--- src/rtl/board_judge.sv ---
// Move judge for a 4x4 drop game: checks legality, writes the piece, then scans
// the ten winning lines one per cycle to post win, draw or turn change.
module board_judge #(
  parameter logic FIRST_PLAYER = 1'b0,
  parameter int   SCAN_LINES   = 10
) (
  input  logic        clk,
  input  logic        rst,
  input  logic        new_game,
  input  logic        drop_valid,
  input  logic [3:0]  drop_pos,
  output logic        busy,
  output logic        accepted,
  output logic        rejected,
  output logic        current_player,
  output logic [15:0] board_p1,
  output logic [15:0] board_p2,
  output logic [4:0]  move_count,
  output logic [1:0]  winner,
  output logic        game_over
);
  typedef enum logic [1:0] {IDLE = 2'd0, CHECK = 2'd1, OVER = 2'd2} state_t;

  state_t      state, state_nx;
  logic [3:0]  line_idx;
  logic [15:0] occ, mover_bd, mask, onehot;
  logic        legal, hit, last_line;
  logic        do_accept, do_reject, do_win, do_end;

  function automatic logic [15:0] line_mask(input logic [3:0] idx);
    case (idx)
      4'd0:    line_mask = 16'h000F;
      4'd1:    line_mask = 16'h00F0;
      4'd2:    line_mask = 16'h0F00;
      4'd3:    line_mask = 16'hF000;
      4'd4:    line_mask = 16'h1111;
      4'd5:    line_mask = 16'h2222;
      4'd6:    line_mask = 16'h4444;
      4'd7:    line_mask = 16'h8888;
      4'd8:    line_mask = 16'h8421;
      4'd9:    line_mask = 16'h1248;
      default: line_mask = 16'hFFFF;
    endcase
  endfunction

  assign occ       = board_p1 | board_p2;
  assign mover_bd  = current_player ? board_p2 : board_p1;
  assign mask      = line_mask(line_idx);
  assign hit       = (mover_bd & mask) == mask;
  assign last_line = line_idx == 4'(SCAN_LINES - 1);
  // A cell above row 0 needs support directly beneath it.
  assign legal     = !occ[drop_pos] && (drop_pos < 4'd4 || occ[drop_pos - 4'd4]);
  assign onehot    = 16'd1 << drop_pos;

  always_ff @(posedge clk or posedge rst) begin
    if (rst) state <= IDLE;
    else     state <= state_nx;
  end

  always_comb begin
    state_nx = state;
    if (new_game) state_nx = IDLE;
    else begin
      case (state)
        IDLE:    if (drop_valid && legal) state_nx = CHECK;
        CHECK:   if (hit || (last_line && move_count == 5'd16)) state_nx = OVER;
                 else if (last_line) state_nx = IDLE;
        OVER:    state_nx = OVER;
        default: state_nx = IDLE;
      endcase
    end
  end

  always_comb begin
    busy      = (state == CHECK);
    do_accept = 1'b0;
    do_reject = 1'b0;
    do_win    = 1'b0;
    do_end    = 1'b0;
    if (!new_game) begin
      case (state)
        IDLE: begin
          do_accept = drop_valid && legal;
          do_reject = drop_valid && !legal;
        end
        CHECK: begin
          do_win = hit;
          do_end = !hit && last_line;
        end
        OVER:    do_reject = drop_valid;
        default: ;
      endcase
    end
  end

  always_ff @(posedge clk or posedge rst) begin
    if (rst) begin
      board_p1       <= '0;
      board_p2       <= '0;
      move_count     <= '0;
      winner         <= 2'b00;
      game_over      <= 1'b0;
      accepted       <= 1'b0;
      rejected       <= 1'b0;
      current_player <= FIRST_PLAYER;
      line_idx       <= '0;
    end else begin
      accepted <= do_accept;
      rejected <= do_reject;
      if (new_game) begin
        board_p1       <= '0;
        board_p2       <= '0;
        move_count     <= '0;
        winner         <= 2'b00;
        game_over      <= 1'b0;
        current_player <= FIRST_PLAYER;
        line_idx       <= '0;
      end else begin
        if (do_accept) begin
          if (current_player) board_p2 <= board_p2 | onehot;
          else                board_p1 <= board_p1 | onehot;
          if (move_count != 5'd16) move_count <= move_count + 5'd1;
          line_idx <= '0;
        end
        if (state == CHECK) line_idx <= line_idx + 4'd1;
        if (do_win) begin
          winner    <= current_player ? 2'b10 : 2'b01;
          game_over <= 1'b1;
        end
        if (do_end) begin
          if (move_count == 5'd16) begin
            winner    <= 2'b11;
            game_over <= 1'b1;
          end else begin
            current_player <= ~current_player;
          end
        end
      end
    end
  end
endmodule

--- config.mk ---
export PLATFORM = sky130hd
export DESIGN_NAME = board_judge
export DESIGN_NICKNAME = d
export VERILOG_FILES = /design/src/rtl/board_judge.sv
export SDC_FILE = /design/constraint.sdc
export NUM_CORES = 1
export LEC_CHECK = 0
export CORE_MARGIN = 2
export CORE_UTILIZATION = 58
export DETAILED_ROUTE_END_ITERATION = 16
export PLACE_DENSITY = 0.89
export SLEW_MARGIN = 20
export SYNTH_ARGS = -nofsm -noshare
export SYNTH_HDL_FRONTEND = slang
export SYNTH_SLANG_ARGS = --single-unit
export TNS_END_PERCENT = 10
--- constraint.sdc ---
create_clock -name clk -period 4.7 [get_ports clk]
set_input_delay 0.47 -clock clk [delete_from_list [all_inputs] [get_ports clk]]
set_output_delay 0.47 -clock clk [all_outputs]
set_load 0.02 [all_outputs]
==> results.sh <==
export IMPL_io_buffer_count=51
export IMPL_antenna_left=0
export IMPL_clockBufferDepth=2
export IMPL_syn_nets=354
export IMPL_fin_setup_tns_ns=0
export IMPL_crit_type="input port to register"
export IMPL_num_io_pins=52
export IMPL_ir_drop_uv=180
export IMPL_syn_area_per_cell_um2=9.21
export IMPL_initial_core_util=0.604
export IMPL_routabilityCongestion=0.940
export IMPL_cp_depth=8
export IMPL_ys_types=58
export IMPL_detail_route_first_pass_iterations=5
export IMPL_synth_seq_cells=49
export IMPL_comb_power_share=0.163
export IMPL_cts_inserted_buffers=5
export IMPL_hold_path_class="register to register"
export IMPL_post_cts_resized=0
export IMPL_design_area_mm2=0.00370
export IMPL_fp_dieH_um=77.2
export IMPL_maxCapViolCount=0
export IMPL_status="finished clean"
export IMPL_clk_latency_ns=0.31
export IMPL_synthesis_instances=337
export IMPL_startpoint_type="input port"
export IMPL_fill_cells=393
export IMPL_path_cells="clkdlybuf4s50_1 > nor3_1 > a21oi_1 > mux4_2 > mux2_2 > o211ai_2 > or3_1 > o2bb2ai_1"
export IMPL_seqPwrFrac=0.534
export IMPL_relSlewSlack=0.447
export IMPL_place_hpwl_um=6070
export IMPL_routed_via_count=2951
export IMPL_dr_max_layer_used="met4"
export IMPL_synth_enable_flop_cells=0
export IMPL_via_per_inst=6.63
export IMPL_intPower_mw=0.583
export IMPL_p_sw_frac=0.287
export IMPL_power_density_mw_per_mm2=221
export IMPL_routedWlPerCell_um=19.1
export IMPL_grt_overflow=0
export IMPL_power_total_mw=0.817
export IMPL_worstMarginPinSlew_ns=0.828
export IMPL_place_area_mm2=0.00361
export IMPL_multi_input_area_mm2=0.00167
export IMPL_cp_required_ns=4.88
export IMPL_htree_num_levels=2
export IMPL_die_width_um=77.2
export IMPL_die_area_mm2=0.00595
export IMPL_core_mm2=0.00514
export IMPL_arrival_ns=3.69
export IMPL_antenna_cells=0
export IMPL_worst_path_largest_cell_delay_ns=0.80
export IMPL_grt_max_degree=50
export IMPL_layout_nets=391
export IMPL_crit_family="simple AND/OR/NAND/NOR gates"
export IMPL_reg2reg_from="current_player"
export IMPL_grt_pass1_wl_um=13900
export IMPL_wirelength_um=8520
export IMPL_dr_wl_met3_um=880
export IMPL_critPathLaunch="drop_pos[1]"
export IMPL_p_leak_nw=1.42
export IMPL_rsz0062_at_grt="false"
export IMPL_drc=0
export IMPL_r2r_setup_slack_ns=1.68
export IMPL_fmax_ghz=0.284
export IMPL_final_max_slew_viol_count=0
export IMPL_power_switching_mw=0.234
export IMPL_postCtsSetupRepairBufs=0
export IMPL_grt_total_usage=0.292
export IMPL_syn_to_final_growth_pct=19.2
export IMPL_fin_crit_ns=3.52
export IMPL_crit_fanout=23
export IMPL_met1_length_um=3340
export IMPL_rr_worst_depth=8
export IMPL_finalCritPeriodShare=0.748
export IMPL_clkTransAtPathRegs_ns=0.10
export IMPL_yosys_warnings=0
export IMPL_cts_hold_buf=0
export IMPL_antenna_found_initial=0
export IMPL_num_rows=26
export IMPL_critPathBufInv=1
export IMPL_hold_viol_final=0
export IMPL_syn_area_mm2=0.00310
export IMPL_drt_iter0_markers=444
export IMPL_seq_area_frac_synth=0.395
export IMPL_worstSetupEndpointType="register"
export IMPL_clock_sinks=49
export IMPL_cts_tree="built"
export IMPL_synthFlopType="dfrtp_1"
export IMPL_layout_drive_gt1_share=0.0693
export IMPL_wl_met2_um=4040
export IMPL_p_clk_frac=0.303
export IMPL_ff_latch_area_mm2=0.00123
export IMPL_async_flop_share=1.00
export IMPL_root_buffer="clkbuf_8"
export IMPL_skew_ns=0.0124
export IMPL_setup_violations=0
export IMPL_cp_slowest_cell="clkdlybuf4s50_1"
export IMPL_grt_pass1_vias=2730
export IMPL_endpoint="board_p2[7]"
export IMPL_timing_rr_end="current_player"
-- per-layer routing --
metal,GRT usage,vias to the layer above
met5,0,-
met4,0.107,0
met3,0.0518,31
met2,0.451,205
met1,0.413,1392
li1,-,1323
-- worst min-delay path, cell delays in order, from the launching register on --
cell,delay (ns)
dfrtp_1,0.39
inv_1,0.05
a21oi_1,0.05
-- power by group through the flow --
stage / Sequential (mW) / Clock, mW / Combinational [mW]
2_1_floorplan: 0.445 / 0 / 0.0924
3_3_place_gp: 0.444 / 0 / 0.126
3_5_place_dp: 0.444 / 0 / 0.131
4_1_cts: 0.436 / 0.251 / 0.132
5_1_grt: 0.437 / 0.271 / 0.145
6_report: 0.436 / 0.247 / 0.134
-- state kept, by name, indices dropped and copies added, names as in the netlist --
signal	cells
accepted	1
board_p1	16
board_p2	16
current_player	1
game_over	1
line_idx	4
move_count	5
rejected	1
state	2
winner	2
-- cells in the mapped netlist (2+ instances only) --
cell,instances,area [µm²]
dfrtp_1,49,1230
nand2_1,25,93.8
a21oi_1,24,120
inv_1,23,86.3
nor2_1,23,86.3
clkbuf_1,16,60.1
mux2i_1,16,160
nand3_1,16,80.1
nor3_1,12,60.1
o2bb2ai_1,10,87.6
ha_1,9,113
a31oi_1,8,50.1
a22oi_1,7,52.6
buf_2,6,30.0
o21ai_1,6,30.0
o32ai_1,6,52.6
or3_1,6,37.5
o31ai_1,5,37.5
a41oi_1,4,35.0
mux4_2,4,90.1
nor2b_1,4,25.0
o211ai_1,4,30.0
a221oi_1,3,26.3
nand2b_1,3,18.8
nor4_1,3,18.8
o21a_1,3,22.5
o31ai_2,3,37.5
a211o_1,2,17.5
a31o_1,2,17.5
and2_1,2,12.5
and3_1,2,12.5
buf_6,2,22.5
nand3b_1,2,15.0
nand4_1,2,12.5
o21ai_0,2,10.0
-- cell type report --
class,count,share of cell area
Timing Repair Buffer,55,0.146
Tap cell,70,0.0237
Inverter,24,0.0247
Multi-Input combinational cell,239,0.451
Clock buffer,6,0.0196
Sequential cell,49,0.331
Clock inverter,2,0.00406
-- how the worst min path moves through the flow --
| stage | to | from | cells past startpoint | slack, ns |
|---|---|---|---|---|
| after floorplan | winner[1] | winner[1] | 2 | 0.60 |
| after global placement | game_over | game_over | 2 | 0.50 |
| after detailed placement | winner[1] | winner[1] | 2 | 0.51 |
| after CTS | winner[1] | winner[1] | 2 | 0.53 |
| after global routing | winner[1] | winner[1] | 2 | 0.57 |
| final | winner[1] | winner[1] | 2 | 0.53 |
-- through the flow --
stage | hold slack [ns] | cells | util | setup WS (ns)
CTS | 0.529 | 445 | 0.720 | 1.24
global route | 0.569 | 445 | 0.720 | 0.984
detailed placement | 0.511 | 437 | 0.703 | 0.952
global placement | 0.503 | 437 | 0.703 | 1.10
floorplan | 0.599 | 337 | - | 2.24
finish | 0.525 | 445 | 0.720 | 1.18
-- kinds of logic (layout without fill, tap and decap cells) --
family,Yosys count,in the layout,synth area share
AOI/OAI and AO/OA,97,97,0.225
DFF,49,49,0.395
and+or+nand+nor,110,110,0.181
muxes,23,23,0.0951
buffers and inverters,49,87,0.0677
adders and majority gates,9,9,0.0363
-- cells in the final DEF, fill, tap and decap left out, types with 7 or more instances in the layout --
cell type        netlist  final
a21oi_1               24     24
clkdlybuf4s50_1        0     51
nand2_1               25     25
dfrtp_1               49     49
inv_1                 23     22
o2bb2ai_1             10     10
ha_1                   9      9
a31oi_1                8      8
mux2i_1               16     16
a22oi_1                7      7
nor3_1                12     12
nor2_1                23     23
nand3_1               16     16
No activity file was read; power rests on OpenSTA's default activity.
